==> src/rtl/fb_pkg.sv <==
// Shared constants and enumerations for the frame-buffer port arbiter.
// Latency: n/a (types and constants only).
// Backpressure: n/a.
package fb_pkg;

    localparam int FB_ADDR_W = 17;  // 320x240 = 76800 words
    localparam int FB_DATA_W = 12;  // RGB444

    // Which requester owns the RAM slot issued in a given cycle.
    typedef enum logic [1:0] {
        OWN_NONE,
        OWN_VGA,
        OWN_CAM,
        OWN_CPU
    } owner_e;

    // CPU access sequencer.
    typedef enum logic [2:0] {
        C_IDLE,
        C_WR,
        C_RD1,
        C_RD2,
        C_DONE
    } cpu_state_e;

endpackage

==> src/rtl/fb_prio_sel.sv <==
// Three-way fixed-priority select (VGA > camera > CPU) with a CPU aging override.
// Latency: purely combinational.
// Backpressure: losers simply see no grant; at most one grant bit is ever set.
//
// Ports: vga_req_i/cam_req_i/cpu_req_i raw requests, cpu_elig_i CPU sequencer is
// idle, age_hit_i CPU has lost enough cycles to outrank the camera,
// gnt_o one-hot grant {cpu, cam, vga}.
module fb_prio_sel (
    input  logic       vga_req_i,
    input  logic       cam_req_i,
    input  logic       cpu_req_i,
    input  logic       cpu_elig_i,
    input  logic       age_hit_i,
    output logic [2:0] gnt_o
);

    logic cpu_want;

    always_comb begin
        cpu_want = cpu_req_i && cpu_elig_i;
        gnt_o    = 3'b000;
        if (vga_req_i) begin
            gnt_o[0] = 1'b1;            // display refresh is never overridden
        end else if (cpu_want && age_hit_i) begin
            gnt_o[2] = 1'b1;            // starved CPU jumps the camera
        end else if (cam_req_i) begin
            gnt_o[1] = 1'b1;
        end else if (cpu_want) begin
            gnt_o[2] = 1'b1;
        end
    end

endmodule

==> src/rtl/fb_port_arbiter.sv <==
// Shares one single-port frame-buffer RAM between VGA prefetch, camera writer and CPU.
// Latency: grant G, RAM issue G+1, read data / CPU read ack G+2, CPU write ack G+1.
// Backpressure: grants are combinational; a requester without grant retries next cycle.
//
// Ports: vga_* read port, cam_* write port, cpu_* held-request port with ack pulse,
// ram_* registered RAM interface (1-cycle read latency), stat_* camera stall counter.
module fb_port_arbiter
    import fb_pkg::*;
#(
    parameter int ADDR_W       = FB_ADDR_W,
    parameter int DATA_W       = FB_DATA_W,
    parameter int STARVE_LIMIT = 8,
    parameter int STAT_W       = 16
) (
    input  logic              clk,
    input  logic              rst,
    input  logic              vga_req,
    input  logic [ADDR_W-1:0] vga_addr,
    output logic              vga_gnt,
    output logic              vga_rvalid,
    output logic [DATA_W-1:0] vga_rdata,
    input  logic              cam_req,
    input  logic [ADDR_W-1:0] cam_addr,
    input  logic [DATA_W-1:0] cam_wdata,
    output logic              cam_gnt,
    input  logic              cpu_req,
    input  logic              cpu_we,
    input  logic [ADDR_W-1:0] cpu_addr,
    input  logic [DATA_W-1:0] cpu_wdata,
    output logic              cpu_ack,
    output logic [DATA_W-1:0] cpu_rdata,
    output logic              ram_en,
    output logic              ram_we,
    output logic [ADDR_W-1:0] ram_addr,
    output logic [DATA_W-1:0] ram_wdata,
    input  logic [DATA_W-1:0] ram_rdata,
    input  logic              stat_clr,
    output logic [STAT_W-1:0] stat_cam_stall
);

    localparam int                AGE_W    = $clog2(STARVE_LIMIT + 1);
    localparam logic [AGE_W-1:0]  AGE_MAX  = AGE_W'(STARVE_LIMIT);
    localparam logic [STAT_W-1:0] STAT_MAX = '1;

    cpu_state_e        state_q, state_d;
    logic [AGE_W-1:0]  age_q, age_d;
    logic [STAT_W-1:0] stat_q, stat_d;
    logic              ram_en_q, ram_en_d, ram_we_q, ram_we_d;
    logic [ADDR_W-1:0] ram_addr_q, ram_addr_d;
    logic [DATA_W-1:0] ram_wdata_q, ram_wdata_d;
    // Read tracking: *_rd marks a read in flight, *_vga is the owner tag (1 = VGA, 0 = CPU).
    logic              s1_rd_q, s1_rd_d, s1_vga_q, s1_vga_d;
    logic              s2_rd_q, s2_vga_q;
    logic [2:0]        gnt_raw;
    logic              cpu_elig, age_hit;
    owner_e            win;

    assign cpu_elig = (state_q == C_IDLE);
    assign age_hit  = (age_q == AGE_MAX);

    fb_prio_sel u_prio (
        .vga_req_i (vga_req),
        .cam_req_i (cam_req),
        .cpu_req_i (cpu_req),
        .cpu_elig_i(cpu_elig),
        .age_hit_i (age_hit),
        .gnt_o     (gnt_raw)
    );

    // Grants are suppressed while reset is held so every output reads 0 in reset.
    always_comb begin
        win = OWN_NONE;
        if (!rst) begin
            case (gnt_raw)
                3'b001:  win = OWN_VGA;
                3'b010:  win = OWN_CAM;
                3'b100:  win = OWN_CPU;
                default: win = OWN_NONE;
            endcase
        end
    end

    assign vga_gnt = (win == OWN_VGA);
    assign cam_gnt = (win == OWN_CAM);

    // Issue stage: address/data hold their last value on idle cycles.
    always_comb begin
        ram_en_d    = 1'b0;
        ram_we_d    = 1'b0;
        ram_addr_d  = ram_addr_q;
        ram_wdata_d = ram_wdata_q;
        s1_rd_d     = 1'b0;
        s1_vga_d    = 1'b0;
        case (win)
            OWN_VGA: begin
                ram_en_d   = 1'b1;
                ram_addr_d = vga_addr;
                s1_rd_d    = 1'b1;
                s1_vga_d   = 1'b1;
            end
            OWN_CAM: begin
                ram_en_d    = 1'b1;
                ram_we_d    = 1'b1;
                ram_addr_d  = cam_addr;
                ram_wdata_d = cam_wdata;
            end
            OWN_CPU: begin
                ram_en_d    = 1'b1;
                ram_we_d    = cpu_we;
                ram_addr_d  = cpu_addr;
                ram_wdata_d = cpu_wdata;
                s1_rd_d     = !cpu_we;
            end
            default: ;
        endcase
    end

    always_comb begin
        state_d = state_q;
        case (state_q)
            C_IDLE:  if (win == OWN_CPU) state_d = cpu_we ? C_WR : C_RD1;
            C_WR:    state_d = C_DONE;
            C_RD1:   state_d = C_RD2;
            C_RD2:   state_d = C_DONE;
            C_DONE:  state_d = C_IDLE;  // gives the master a cycle to drop cpu_req
            default: state_d = C_IDLE;
        endcase
    end

    // Age counts cycles the CPU waited while eligible; VGA wins count too.
    always_comb begin
        age_d = age_q;
        if (win == OWN_CPU) begin
            age_d = '0;
        end else if (cpu_elig && cpu_req && !age_hit) begin
            age_d = age_q + AGE_W'(1);
        end
    end

    always_comb begin
        stat_d = stat_q;
        if (stat_clr) begin
            stat_d = '0;
        end else if (cam_req && !cam_gnt && (stat_q != STAT_MAX)) begin
            stat_d = stat_q + STAT_W'(1);
        end
    end

    always_ff @(posedge clk or posedge rst) begin
        if (rst) begin
            state_q     <= C_IDLE;
            age_q       <= '0;
            stat_q      <= '0;
            ram_en_q    <= 1'b0;
            ram_we_q    <= 1'b0;
            ram_addr_q  <= '0;
            ram_wdata_q <= '0;
            s1_rd_q     <= 1'b0;
            s1_vga_q    <= 1'b0;
            s2_rd_q     <= 1'b0;
            s2_vga_q    <= 1'b0;
        end else begin
            state_q     <= state_d;
            age_q       <= age_d;
            stat_q      <= stat_d;
            ram_en_q    <= ram_en_d;
            ram_we_q    <= ram_we_d;
            ram_addr_q  <= ram_addr_d;
            ram_wdata_q <= ram_wdata_d;
            s1_rd_q     <= s1_rd_d;
            s1_vga_q    <= s1_vga_d;
            s2_rd_q     <= s1_rd_q;
            s2_vga_q    <= s1_vga_q;
        end
    end

    assign ram_en         = ram_en_q;
    assign ram_we         = ram_we_q;
    assign ram_addr       = ram_addr_q;
    assign ram_wdata      = ram_wdata_q;
    assign stat_cam_stall = stat_q;

    // Read data comes straight from the RAM's output register, gated by the
    // owner tag so the idle bus stays at zero.
    assign vga_rvalid = s2_rd_q && s2_vga_q;
    assign vga_rdata  = vga_rvalid ? ram_rdata : '0;
    assign cpu_ack    = (state_q == C_WR) || (state_q == C_RD2);
    assign cpu_rdata  = (s2_rd_q && !s2_vga_q) ? ram_rdata : '0;

endmodule
==> config.mk <==
export PLATFORM = sky130hd
export DESIGN_NAME = fb_port_arbiter
export DESIGN_NICKNAME = d
export VERILOG_FILES = /design/src/rtl/fb_pkg.sv /design/src/rtl/fb_prio_sel.sv /design/src/rtl/fb_port_arbiter.sv
export SDC_FILE = /design/constraint.sdc
export NUM_CORES = 1
export LEC_CHECK = 0
export ABC_AREA = 0
export CORE_ASPECT_RATIO = 0.7
export CORE_MARGIN = 10
export CORE_UTILIZATION = 42
export CTS_CLUSTER_SIZE = 14
export DETAILED_ROUTE_END_ITERATION = 7
export HOLD_SLACK_MARGIN = 0.08
export PLACE_DENSITY = 0.87
export SETUP_SLACK_MARGIN = 0.5
export SLEW_MARGIN = 20
export SYNTH_ARGS = -nofsm -noshare
export SYNTH_HDL_FRONTEND = slang
export SYNTH_SLANG_ARGS = --single-unit
==> constraint.sdc <==
create_clock -name clk -period 5.8 [get_ports clk]
set_input_delay 0.58 -clock clk [delete_from_list [all_inputs] [get_ports clk]]
set_output_delay 0.58 -clock clk [all_outputs]
set_load 0.05 [all_outputs]
# ---- Yosys cells after proc, flatten, opt, wreduce, memory -nomap -nowiden
# Index checks and enable logic that the tools add are counted.
dict set report totals {
  regBits 58
  inputBits 94
  elab_cells 68
}
dict set report op_classes {
  addsub 2
  eq_ne 12
  muxes 24
  n_reduce_logical 19
}
# op count
set op_table {}
lappend op_table {{case mux 17 bit (3 select lines)} 1}
lappend op_table {{2-to-1 mux 16 bit} 2}
lappend op_table {{2-to-1 mux 12 bit} 2}
lappend op_table {{case mux 12 bit (2 select lines)} 1}
lappend op_table {{adder 16 x 1 -> 16 bit, second input constant} 1}
lappend op_table {{inequality test 16 bit, second input constant} 1}
lappend op_table {{== test 3 x 2 -> 1 bit, second input constant} 3}
lappend op_table {{case mux 3 bit (3 select lines)} 1}
lappend op_table {{2-to-1 mux 1 bit} 8}
lappend op_table {{2-to-1 mux 4 bit} 2}
lappend op_table {{logical AND 1 bit} 7}
lappend op_table {{== test 3 x 1 -> 1 bit, second input constant} 2}
lappend op_table {{2-to-1 mux 2 bit} 3}
lappend op_table {{case mux 2 bit (3 select lines)} 1}
lappend op_table {{nonzero test 2 bit} 3}
lappend op_table {{adder 4 x 1 -> 4 bit, second input constant} 1}
lappend op_table {{== test 2 bit, second input constant} 2}
lappend op_table {{== test 4 bit, second input constant} 1}
lappend op_table {{logical NOT 1 bit} 4}
lappend op_table {{case mux 1 bit (2 select lines)} 2}
lappend op_table {{== test 3 bit, second input constant} 1}
lappend op_table {{logical NOT 3 bit} 1}
lappend op_table {{2-to-1 mux 3 bit} 1}
lappend op_table {{nonzero test 3 bit} 1}
lappend op_table {{5 further kinds} 5}

# ---- Logic depth before layout (Yosys ltp)
dict set report depth {
  depth_word 15
  depth_mapped 8
  depth_no_buf 7
}

# ---- Hierarchy
# A second synthesis with hierarchy kept.
dict set report unflattened {
  cells_unflattened 331
  hier_area_um2 3280.6
}
# module n_inst cells_per_inst area_per_inst_um2 seq_area_each_um2
set by_module_without_submodules {}
lappend by_module_without_submodules {fb_port_arbiter 1 325 3239.4 1451.4}
lappend by_module_without_submodules {fb_prio_sel 1 6 41.3 0.0}

# ---- Worst setup path before layout
# OpenSTA, ideal clock, no wires.
dict set report synth_timing {
  kind {reg2reg}
  start {reg stat_q[0], in the netlist stat_cam_stall[0]}
  end {reg stat_q[2], in the netlist stat_cam_stall[2]}
  arrival_ns 2.143
  required_ns 5.668
  setup_slack_ns 3.526
  stages_incl_launch_ff 8
  n_path_buf 1
  synth_period_minus_slack_ns 2.274
  path_cell_list {dfrtp_1 > ha_1 > nand4_1 > nor4_1 > clkbuf_1 > nor3b_1 > xnor2_1 > nor2_1}
}
dict set report synth_between {
  elab_chain_len 3
}
# element line_no
set synth_lines {}
lappend synth_lines {{start, declared} fb_port_arbiter.sv:47} ;# logic [STAT_W-1:0] stat_q, stat_d;
lappend synth_lines {{start signal, assigned} fb_port_arbiter.sv:165} ;# stat_q <= stat_d;
lappend synth_lines {{adder 16 x 1 -> 16 bit / inequality test 16 bit (equally long branches)} {fb_port_arbiter.sv:145, fb_port_arbiter.sv:144}}
lappend synth_lines {{2-to-1 mux 16 bit / logical AND 1 bit (equally long branches)} fb_port_arbiter.sv:144} ;# end else if (cam_req && !cam_gnt && (stat_q != STAT_MAX)) begin
lappend synth_lines {{2-to-1 mux 16 bit / nonzero test 2 bit (equally long branches)} -}
# Parallel ways exist; a longest one is shown, timed or not. The select of a mux whose other input is x is not followed.
# A chain may end at the register's enable or synchronous reset.

# ---- Worst setup path after layout
dict set report layout_timing {
  start {in vga_req}
  end {out cam_gnt}
}
dict set report layout_between {
  elab_chain_len 5
}
# element line_no
set layout_lines {}
lappend layout_lines {{start, declared} fb_port_arbiter.sv:17} ;# input logic vga_req,
lappend layout_lines {{2-to-1 mux 1 bit / 2-to-1 mux 2 bit (equally long branches)} fb_prio_sel.sv:22} ;# if (vga_req_i) begin
lappend layout_lines {{== test 3 bit (tied with other cells)} fb_port_arbiter.sv:74} ;# case (gnt_raw)
lappend layout_lines {{case mux 2 bit (3 select lines) (*)} fb_port_arbiter.sv:74}
lappend layout_lines {{2-to-1 mux 2 bit (*)} fb_port_arbiter.sv:73} ;# if (!rst) begin
lappend layout_lines {{== test 2 bit (*)} fb_port_arbiter.sv:84} ;# assign cam_gnt = (win == OWN_CAM);
lappend layout_lines {{end, declared} fb_port_arbiter.sv:25} ;# output logic cam_gnt,
# Mark *: on every way between the ends. The rest lies on a longest branch, timed or not.

==> flow_metrics.py <==
metrics = {
    "global_route": {
        "grt_overflow": 0,
        "antenna_found_initial": 0,
        "grt-busiest-layer": "met2",
        "grt_use_met3": 0.0965,
        "global_route.usage.met1": 0.227,
        "grt_util_all_layers": 0.201,
        "grt_pass1_vias": 3349,
        "grt_first_pass_wirelength_mm": 17.9,
        "grt_util_met2": 0.321,
        "grt_max_degree": 58,
    },
    "yosys": {
        "synth_enable_flop_cells": 0,
        "yosys.cell_count.top_type": "dfrtp_1",
        "post_synth_inst_count": 315,
        "synth.top_cells.by_area": "dfrtp_1, a221oi_1, nor2_1",
        "synth_top_area_frac": 0.480,
        "synth_ff_type": "dfrtp_1",
        "synth_warnings": 0,
        "synth_cell_type_count": 40,
        "synth.avg_cell_area_um2": 9.60,
        "yosys_register_bits": 58,
        "netlist_area_um2": 3020,
        "netlist_top_cells_count": "dfrtp_1, nor2_1, a21oi_1",
        "synth.yosys.seq_area_share": 0.480,
        "async_reset_ff_frac": 1.00,
        "synth.net_count": 412,
        "synth.largest_area_cell": "dfrtp_1",
    },
    "timing": {
        "period_minus_slack_ps": 3540,
        "relative_slew_slack": 0.298,
        "layout_worst_path_cycle_share": 0.611,
        "fin_worst_hold_slack_ps": 348,
        "finalSetupViolCount": 0,
        "max_clock_freq_mhz": 282,
        "grt_setup_unrepaired": "no",
        "tightest_slew_ps": 1050,
        "totalNegativeSetupSlack_ps": 0,
        "hold_viol_final": 0,
        "maxSlewViolCount": 0,
        "fin_skew_ps": 11.7,
    },
    "clocking": {
        "htree_num_levels": 3,
        "clock_tree_from_tritoncts": "done",
        "postCtsHoldBufs": 0,
        "clock_sink_count": 58,
        "max-clock-path-buffers": 2,
        "cts-root-buf": "clkbuf_8",
        "clkLatencyLatePin_ps": 350,
        "clk_pin_slew_worst_paths_ps": 60,
        "cts_post_setup_buffers_inserted": 0,
        "cts.repair.resized": 0,
        "tritoncts_buffers": 9,
    },
    "floorplanning": {
        "floorplan.io_pins": 169,
        "die_y_um": 91.0,
        "die_w_um": 121,
        "initial_utilization": 0.439,
        "core_area_um2": 6880,
        "floorplan_row_count": 25,
        "dieArea_um2": 11000,
    },
    "power_and_ir_drop": {
        "power.net_switching_w": 0.000617,
        "power_density_nw_per_um2": 310,
        "power_frac_comb": 0.417,
        "power.share.switching": 0.402,
        "pwr-share-seq": 0.352,
        "pwr-share-clk": 0.231,
        "ir_drop_v": 0.000314,
        "internal_power_contribution_w": 0.000917,
        "leakage_component_of_the_power_nw": 2.02,
    },
    "cells_and_area": {
        "design_area_um2": 4950,
        "share_of_layout_cells_above_drive_strength_1": 0.0685,
        "finish.net_count": 574,
        "antenna_cells": 0,
        "filler_cell_count": 512,
        "layout-area-overhead-vs-synth_pct": 63.6,
    },
    "worst_setup_path": {
        "path_max_fanout": 24,
        "start_kind": "input port",
        "crit_arrival_ps": 2960,
        "kind_of_critical_path": "input port to primary output",
        "critical_path_required_ps": 5220,
        "worst_reg_to_reg_path_cell_count": 6,
        "timing.critical_path.to_type": "primary output",
    },
    "routing": {
        "detail_route.drc_violations": 0,
        "drt_iter0_drc": 224,
        "route.antenna.remaining_nets": 0,
        "first_pass_iters": 5,
        "wire_per_inst_um": 19.4,
        "total_wire_length_mm": 11.2,
        "route.vias.total": 3170,
        "routed_via_density": 5.50,
    },
    "hold_path": {
        "holdPathStages": 0,
        "min-delay-path-class": "register to register",
    },
    "place": {
        "routabilityCongestion": 0.857,
        "io_buffers": 168,
        "place_area_um2": 4760,
        "detailed_place_hpwl_mm": 8.50,
    },
    "run_status": {
        "run_status": "complete, no violations",
    },
    "flow_run": {
        "cap_violations": 0,
    },
}
-- final cells by class --
class                           count  area, um^2  share of cell area
Inverter                           17        63.8              0.0129
Clock inverter                      6        57.6              0.0116
Tap cell                           94         118              0.0238
Multi-Input combinational cell    219        1420               0.286
Sequential cell                    58        1450               0.293
Timing Repair Buffer              172        1710               0.346
Clock buffer                       10         128              0.0258
-- worst paths after layout --
check                                 from            to  slack [ps]
worst min-delay path               s1_rd_q       s2_rd_q         350
min in group asynchronous              rst      s1_vga_q        1030
max in group asynchronous              rst  ram_wdata[2]        3840
worst max-delay path               vga_req       cam_gnt        2260
worst max register to register  state_q[2]   ram_addr[0]        3380
worst min register to register     s1_rd_q       s2_rd_q         350
-- critical path: stages --
cell and delay, ps:
clkdlybuf4s50_1 950, nor3_2 520, clkdlybuf4s50_1 890
-- kinds of logic (layout without fill, tap and decap cells) --
kind of cell | after synthesis | after routing | share of synthesized area
xor gates and xnor gates | 15 | 15 | 0.0435
adders and majority gates | 3 | 3 | 0.0124
AOI/OAI and AO/OA | 78 | 78 | 0.184
DFF | 58 | 58 | 0.480
and+or+nand+nor | 122 | 122 | 0.223
buffers and inverters | 38 | 205 | 0.0538
muxes | 1 | 1 | 0.00372
-- metal layers --
layer / up-vias / routed length (um) / share of wire
met2: 180 / 5260 / 0.47
met5: - / 0 / 0
met1: 1486 / 4470 / 0.40
met4: 0 / 271 / 0.024
li1: 1481 / - / -
met3: 23 / 1180 / 0.11
-- through the flow --
| step | std cells | total power [W] | setup WS [ps] | utilization |
|---|---|---|---|---|
| CTS | 576 | 0.00154 | 2300 | 0.719 |
| finish | 576 | 0.00153 | 2260 | 0.719 |
| detailed placement | 560 | 0.00118 | 2320 | 0.692 |
| global route | 576 | 0.00161 | 2110 | 0.719 |
| global placement | 560 | 0.00117 | 2390 | 0.691 |
| floorplan | 315 | 0.000933 | 3390 | - |
-- sequential cells by signal (all words and copies together) (netlist names) --
signal          count
ram_wdata          12
state_q             3
s2_rd_q             1
age_q               4
ram_we              1
s1_vga_q            1
s2_vga_q            1
ram_en              1
stat_cam_stall     16
ram_addr           17
s1_rd_q             1
-- power groups by stage --
stage | logic [W] | clock network, W | registers (W)
3_3_place_gp | 0.000628 | 0 | 0.000539
2_1_floorplan | 0.000204 | 0 | 0.000729
3_5_place_dp | 0.000640 | 0 | 0.000544
5_1_grt | 0.000682 | 0.000383 | 0.000550
6_report | 0.000640 | 0.000355 | 0.000539
4_1_cts | 0.000642 | 0.000362 | 0.000539
-- cells in the final DEF, fill, tap and decap left out, drive strengths merged, types with 2 or more instances in the layout --
cell,instances
ha,3
and2,13
a21oi,23
xnor2,13
nor4b,3
nand2,9
xor2,2
nand4b,2
o21a,2
inv,17
a221oi,17
dfrtp,58
and3,14
nor2,39
nand4,8
o21ai,20
nor3,14
and2b,2
a222oi,12
nor4,3
clkinv,4
clkbuf,10
buf,4
nor2b,3
clkdlybuf4s50,168
nand3,7
Note: power is estimated with default switching activity, not from simulation.
